**src/rtl/exc_ctrl_pkg.sv**
```systemverilog
// Shared constants for the MEM-stage exception arbiter: ExcCodes, mem_exc_i
// bit positions and the arbiter state type.
package exc_pkg;

  localparam int unsigned INT_W = 6;

  localparam logic [4:0] EXC_INT  = 5'd0;
  localparam logic [4:0] EXC_ADEL = 5'd4;
  localparam logic [4:0] EXC_ADES = 5'd5;
  localparam logic [4:0] EXC_SYS  = 5'd8;
  localparam logic [4:0] EXC_BP   = 5'd9;
  localparam logic [4:0] EXC_RI   = 5'd10;
  localparam logic [4:0] EXC_OV   = 5'd12;

  // mem_exc_i = {eret, ades, adel_d, bp, sys, ov, ri, adel_f}
  localparam int unsigned EB_ADEL_F = 0;
  localparam int unsigned EB_RI     = 1;
  localparam int unsigned EB_OV     = 2;
  localparam int unsigned EB_SYS    = 3;
  localparam int unsigned EB_BP     = 4;
  localparam int unsigned EB_ADEL_D = 5;
  localparam int unsigned EB_ADES   = 6;
  localparam int unsigned EB_ERET   = 7;

  typedef enum logic {
    IDLE  = 1'b0,
    FLUSH = 1'b1
  } state_t;

endpackage

```
**src/rtl/exc_ctrl_int_sync.sv**
```systemverilog
// Two-flop synchroniser for the asynchronous external interrupt lines.
module int_sync
  import exc_pkg::*;
(
  input  logic             clk,
  input  logic             rst,
  input  logic [INT_W-1:0] d,
  output logic [INT_W-1:0] q
);

  logic [INT_W-1:0] r_meta;
  logic [INT_W-1:0] r_sync;

  always_ff @(posedge clk or negedge rst) begin
    if (!rst) begin
      r_meta <= '0;
      r_sync <= '0;
    end else begin
      r_meta <= d;
      r_sync <= r_meta;
    end
  end

  assign q = r_sync;

endmodule

```
**src/rtl/exc_ctrl.sv**
```systemverilog
// Exception/interrupt arbiter between MEM and CP0: prioritises events, drives
// the CP0 exception-write port, pipeline flush and redirect PC.
module exc_ctrl
  import exc_pkg::*;
#(
  parameter int unsigned FLUSH_CYCLES = 2,
  parameter logic [31:0] EXC_VEC      = 32'h8000_0180,
  parameter logic [31:0] EXC_VEC_BEV  = 32'hBFC0_0380
) (
  input  logic        clk,
  input  logic        rst,
  input  logic [5:0]  int_i,
  output logic [5:0]  int_sync_o,
  input  logic        mem_valid_i,
  input  logic [31:0] mem_pc_i,
  input  logic        mem_in_ds_i,
  input  logic [7:0]  mem_exc_i,
  input  logic [31:0] mem_badvaddr_i,
  input  logic [31:0] status_i,
  input  logic [31:0] cause_i,
  input  logic [31:0] epc_i,
  output logic        flush_o,
  output logic [31:0] new_pc_o,
  output logic        exc_we_o,
  output logic [4:0]  exc_code_o,
  output logic [31:0] exc_epc_o,
  output logic        exc_bd_o,
  output logic        badvaddr_we_o,
  output logic [31:0] badvaddr_o,
  output logic        eret_o
);

  state_t      r_state;
  state_t      w_next;
  logic [3:0]  r_cnt;
  logic        r_flush;
  logic [31:0] r_new_pc;
  logic        r_exc_we;
  logic [4:0]  r_code;
  logic [31:0] r_epc;
  logic        r_bd;
  logic        r_bv_we;
  logic [31:0] r_bva;
  logic        r_eret;

  logic        w_irq;
  logic        w_exc;
  logic        w_eret;
  logic        w_take;
  logic [4:0]  w_code;
  logic        w_bv_we;
  logic [31:0] w_bva;
  logic [31:0] w_epc;
  logic [31:0] w_vec;
  logic        w_unused;

  assign w_unused = ^{status_i[31:23], status_i[21:16], status_i[7:2],
                      cause_i[31:16], cause_i[7:0]};

  int_sync u_int_sync (
    .clk (clk),
    .rst (rst),
    .d   (int_i),
    .q   (int_sync_o)
  );

  assign w_irq = status_i[0] & ~status_i[1] & (|(cause_i[15:8] & status_i[15:8]));
  assign w_epc = mem_in_ds_i ? (mem_pc_i - 32'd4) : mem_pc_i;
  assign w_vec = status_i[22] ? EXC_VEC_BEV : EXC_VEC;

  always_comb begin
    w_exc   = 1'b1;
    w_eret  = 1'b0;
    w_code  = EXC_INT;
    w_bv_we = 1'b0;
    w_bva   = mem_badvaddr_i;
    w_next  = r_state;
    if (w_irq) begin
      w_code = EXC_INT;
    end else if (mem_exc_i[EB_ADEL_F]) begin
      w_code  = EXC_ADEL;
      w_bv_we = 1'b1;
      w_bva   = mem_pc_i;
    end else if (mem_exc_i[EB_RI]) begin
      w_code = EXC_RI;
    end else if (mem_exc_i[EB_OV]) begin
      w_code = EXC_OV;
    end else if (mem_exc_i[EB_SYS]) begin
      w_code = EXC_SYS;
    end else if (mem_exc_i[EB_BP]) begin
      w_code = EXC_BP;
    end else if (mem_exc_i[EB_ADEL_D]) begin
      w_code  = EXC_ADEL;
      w_bv_we = 1'b1;
    end else if (mem_exc_i[EB_ADES]) begin
      w_code  = EXC_ADES;
      w_bv_we = 1'b1;
    end else begin
      w_exc  = 1'b0;
      w_eret = mem_exc_i[EB_ERET];
    end
    w_take = (r_state == IDLE) & mem_valid_i & (w_exc | w_eret);
    case (r_state)
      IDLE:    if (w_take) w_next = FLUSH;
      FLUSH:   if (r_cnt == 4'd0) w_next = IDLE;
      default: w_next = IDLE;
    endcase
  end

  always_ff @(posedge clk or negedge rst) begin
    if (!rst) begin
      r_state  <= IDLE;
      r_cnt    <= '0;
      r_flush  <= 1'b0;
      r_new_pc <= '0;
      r_exc_we <= 1'b0;
      r_code   <= '0;
      r_epc    <= '0;
      r_bd     <= 1'b0;
      r_bv_we  <= 1'b0;
      r_bva    <= '0;
      r_eret   <= 1'b0;
    end else begin
      r_state  <= w_next;
      r_exc_we <= 1'b0;
      r_bv_we  <= 1'b0;
      r_eret   <= 1'b0;
      if (w_take) begin
        // Counter is loaded with N-1 so flush_o spans exactly FLUSH_CYCLES cycles.
        r_flush <= 1'b1;
        r_cnt   <= 4'(FLUSH_CYCLES - 1);
        if (w_exc) begin
          r_exc_we <= 1'b1;
          r_code   <= w_code;
          r_epc    <= w_epc;
          r_bd     <= mem_in_ds_i;
          r_new_pc <= w_vec;
          r_bv_we  <= w_bv_we;
          if (w_bv_we) r_bva <= w_bva;
        end else begin
          r_eret   <= 1'b1;
          r_new_pc <= epc_i;
        end
      end else if (r_state == FLUSH) begin
        if (r_cnt == 4'd0) r_flush <= 1'b0;
        else               r_cnt   <= r_cnt - 4'd1;
      end
    end
  end

  assign flush_o       = r_flush;
  assign new_pc_o      = r_new_pc;
  assign exc_we_o      = r_exc_we;
  assign exc_code_o    = r_code;
  assign exc_epc_o     = r_epc;
  assign exc_bd_o      = r_bd;
  assign badvaddr_we_o = r_bv_we;
  assign badvaddr_o    = r_bva;
  assign eret_o        = r_eret;

endmodule
```
**config.mk**
```make
export PLATFORM = sky130hd
export DESIGN_NAME = exc_ctrl
export DESIGN_NICKNAME = d
export VERILOG_FILES = /design/src/rtl/exc_ctrl_pkg.sv /design/src/rtl/exc_ctrl_int_sync.sv /design/src/rtl/exc_ctrl.sv
export SDC_FILE = /design/constraint.sdc
export NUM_CORES = 1
export LEC_CHECK = 0
export CORE_MARGIN = 10
export CORE_UTILIZATION = 36
export CTS_CLUSTER_DIAMETER = 60
export DETAILED_ROUTE_END_ITERATION = 12
export HOLD_SLACK_MARGIN = 0.03
export MAX_ROUTING_LAYER = met4
export PLACE_DENSITY_LB_ADDON = 0.1
export SKIP_LAST_GASP = 1
export SLEW_MARGIN = 20
export SYNTH_ARGS = -nofsm -noshare
export SYNTH_HDL_FRONTEND = slang
export SYNTH_HIERARCHICAL = 1
export SYNTH_SLANG_ARGS = --single-unit
```
**constraint.sdc**
```tcl
create_clock -name clk -period 1.87 [get_ports clk]
set_input_delay 0.561 -clock clk [delete_from_list [all_inputs] [get_ports clk]]
set_output_delay 0.561 -clock clk [all_outputs]
set_load 0.01 [all_outputs]
```
==> results by group <==
Floorplan
  – Die Width: 143 um
  – Die area: 20300 sq um
  – Core area: 14600 sq um
  – Cell row count: 44
  – Starting Density: 0.369
  – Chip height: 143 um
  – Ports: 290

GRT
  – GRT met1 Usage: 0.217
  – Largest net degree at the start of global routing: 69
  – First-pass GRT wire length: 28.6 mm
  – Global route overflow: 0
  – Vias in the first global route: 5228
  – Initial antenna violation count: 0
  – GR Layer Usage met2: 0.293
  – GR peak layer: met2
  – GRT Overall Usage: 0.185
  – Met3 Usage GRT: 0.0701

Synthesis
  – Yosys warns: 6
  – Post-synth EDFFs: 0
  – Syn nets: 684
  – Asr flop ratio synth: 1.00
  – Sequential-to-total area share from yosys stat: 0.565
  – Synth cell types: 45
  – Flops & latches, synth: 122
  – Post-synthesis simple-gate area fraction: 0.147
  – Main synth FF type: dfrtp_1
  – Synth Area in Adders: 0.00463
  – Largest family of logic cells by synthesized area: simple AND/OR/NAND/NOR gates
  – Mapped Avg Cell Area: 10.7 sq um
  – XOR/XNOR Fraction of Synth Area: 0.0470
  – Compound-Gate Fraction of Synth Area: 0.140
  – Cell area after synthesis: 5410 sq um
  – Mux contribution to synthesized area: 0.0592
  – Syn Inst Count: 504

Route
  – Drt drc: 0
  – Routed WL: 19.8 mm
  – DRT iter0 DRCs: 192
  – Antenna-violating nets left: 0
  – Drt pass-1 iters: 4
  – Routed vias/inst: 4.96
  – WL per Instance: 19.5 um
  – Vias: 5045

Worst hold path
  – Worst min path class: primary input to asynchronous set/reset pin

STA
  – Final Cycle Share: 0.991
  – Setup_tns: 0 ps
  – Unrepaired setup endpoints after global routing: yes
  – Slew Limit Fails: 0
  – Crit path time final: 1850 ps
  – Final Skew: 6.52 ps
  – Setup violators final: 0
  – Final Hold Viols: 0
  – Final Worst Setup Slack: 16.0 ps
  – FMAX: 0.539 GHz

Power
  – Tot Pwr: 11.2 mW
  – Part of the power in combinational logic: 0.349
  – Leakage power: 4.59 nW
  – Switching part of the total: 0.326
  – Peak supply drop: 0.781 mV
  – Psw: 3.64 mW
  – Clock power share: 0.294
  – Reg power frac: 0.357
  – Int Pwr: 7.54 mW
  – Pwr Density: 1190 nW/um^2

Critical path
  – Critical path depth in cells: 8
  – Type of the worst setup path: primary input to flip-flop
  – Critical Path RT: 2160 ps
  – Setup crit end kind: flip-flop
  – Critical path cell sequence: clkdlybuf4s15_1 -> a22oi_2 -> a41oi_4 -> buf_6 -> or3b_4 -> clkbuf_16 -> nand2_2 -> o21ai_1
  – Worst setup SP type: primary input
  – Crit-path max cell delay: 510 ps
  – Worst-case reg-to-reg path depth: 7
  – FF-to-FF Start: r_cnt[0]
  – Buffer and inverter count on the worst path: 3
  – Worst setup path start: cause_i[11]
  – Slowest cell on crit path: or3b_4
  – R2r endpoint: r_cnt[3]
  – Data arrival, critical path: 2150 ps
  – CP Max Fanout: 7
  – R2R setup slack: 190 ps
  – Top delay family on crit path: simple AND/OR/NAND/NOR gates
  – CP endpoint: badvaddr_o[15]

Cells and area
  – Most common cell after layout, fill and taps aside: dfrtp_1
  – Final Cell Area: 9420 sq um
  – Area of the multi-input gates: 2380 sq um
  – Nets: 1001
  – # fillers: 1240
  – Area Overhead vs Synth: 74.2%
  – Commonest non-fill, non-tap cells in the layout: 122 x dfrtp_1, 106 x dlygate4sd2_1, 94 x clkdlybuf4s50_1
  – Register area: 3050 sq um
  – Final Non-Filler Cells: 1017
  – Layout cells sized above 1: 0.232
  – Ant. Diodes: 0

Job
  – Maxcap violations: 0

Place
  – DP Wirelength: 14.3 mm
  – Post-Place Cell Area: 8560 sq um
  – IO Port Bufs: 243
  – Place WS: -738 ps
  – Global placer's final weighted congestion: 0.811
  – Placed insts: 965

Clock network
  – TritonCTS Buffers: 17
  – Clock latency on the worst-skew pair: 410 ps
  – # hold bufs at CTS: 0
  – H-tree level count: 4
  – Worst-path clk slew: 60 ps
  – Clk sink count: 122
  – TritonCTS clock tree: built
  – Clock root buffer: clkbuf_16
  – CTS Buffer Depth: 2

Run status
  – Status: finished clean
## what timing repair did
item,CTS,global route
gates cloned,3,10
resized for setup,178,105
setup endpoints to repair,210,103
buffers inserted,7,1
pin swaps,25,25
## metrics by stage
step                hold slack [ps]   util
floorplan                       265      -
global placement                332  0.585
detailed placement              336  0.585
CTS                             157  0.626
global route                    165  0.643
finish                          155  0.643
## sequential cells by signal (all words and copies together), names as in the netlist
register	flops
u_int_sync/r_meta	6
u_int_sync/q	6
eret_o	1
new_pc_o	32
flush_o	1
r_state	1
r_cnt	4
badvaddr_o	32
exc_code_o	4
exc_we_o	1
exc_bd_o	1
exc_epc_o	32
badvaddr_we_o	1
## worst min-delay path by stage
stage	from	end	slack, ps	cells past startpoint
after floorplan	rst	badvaddr_o[0]	270	0
after global placement	u_int_sync/r_meta[3]	u_int_sync/q[3]	330	0
after detailed placement	u_int_sync/r_meta[3]	u_int_sync/q[3]	340	0
after CTS	rst	u_int_sync/q[2]	160	2
after global routing	rst	u_int_sync/q[2]	160	2
final	rst	u_int_sync/q[2]	160	2
## power groups by stage
stage,clock network (mW),registers (mW),logic (mW)
floorplan,0,4.36,1.23
global placement,0,3.99,4.11
detailed placement,0,4.02,4.20
CTS,3.35,3.96,3.75
global route,3.47,4.11,4.28
finish,3.29,3.99,3.90
## layer usage
metal  vias to the layer above  share of wire
li1                       2405              -
met1                      2423           0.44
met2                       197           0.48
met3                        20          0.076
met4                         0          0.011
met5                         -              0
## cells by family after synthesis
| group | count (synthesis) |
|---|---|
| simple gates | 160 |
| buf+inv | 43 |
| compound gates | 115 |
| fa+ha+maj | 2 |
| flops | 122 |
| mux | 32 |
| other cells | 1 |
| xor+xnor | 29 |
## synthesized netlist by cell type, types with 2 or more instances
library cell,instances,area share
mux2i_1,32,0.059
o21ai_0,54,0.050
nor4_4,3,0.012
clkbuf_1,16,0.011
o21ai_2,4,0.0065
xnor2_1,11,0.018
inv_1,11,0.0076
o21ai_1,9,0.0083
nor2b_1,2,0.0023
a22o_1,20,0.032
or2_2,2,0.0023
a22oi_1,4,0.0056
nor2_1,18,0.012
nand3b_1,3,0.0042
a2bb2oi_1,3,0.0049
nor4_1,4,0.0046
buf_2,11,0.010
ha_1,2,0.0046
a31oi_1,2,0.0023
a21oi_1,4,0.0037
nor3_1,12,0.011
buf_6,2,0.0042
o31ai_1,3,0.0042
nand3_1,9,0.0083
nand4_1,5,0.0058
buf_4,2,0.0028
or3_1,4,0.0046
dfrtp_1,122,0.56
or4_1,3,0.0042
nand2_1,86,0.060
xor2_1,18,0.029
nand2b_1,2,0.0023
a221o_1,9,0.017
## final cells by class
| type | count | area share |
|---|---|---|
| Sequential cell | 122 | 0.324 |
| Clock inverter | 12 | 0.0159 |
| Timing Repair Buffer | 327 | 0.331 |
| Multi-Input combinational cell | 341 | 0.253 |
| Clock buffer | 19 | 0.0470 |
| Inverter | 12 | 0.00505 |
| Tap cell | 184 | 0.0244 |
Power figures use the tool's default switching activity.
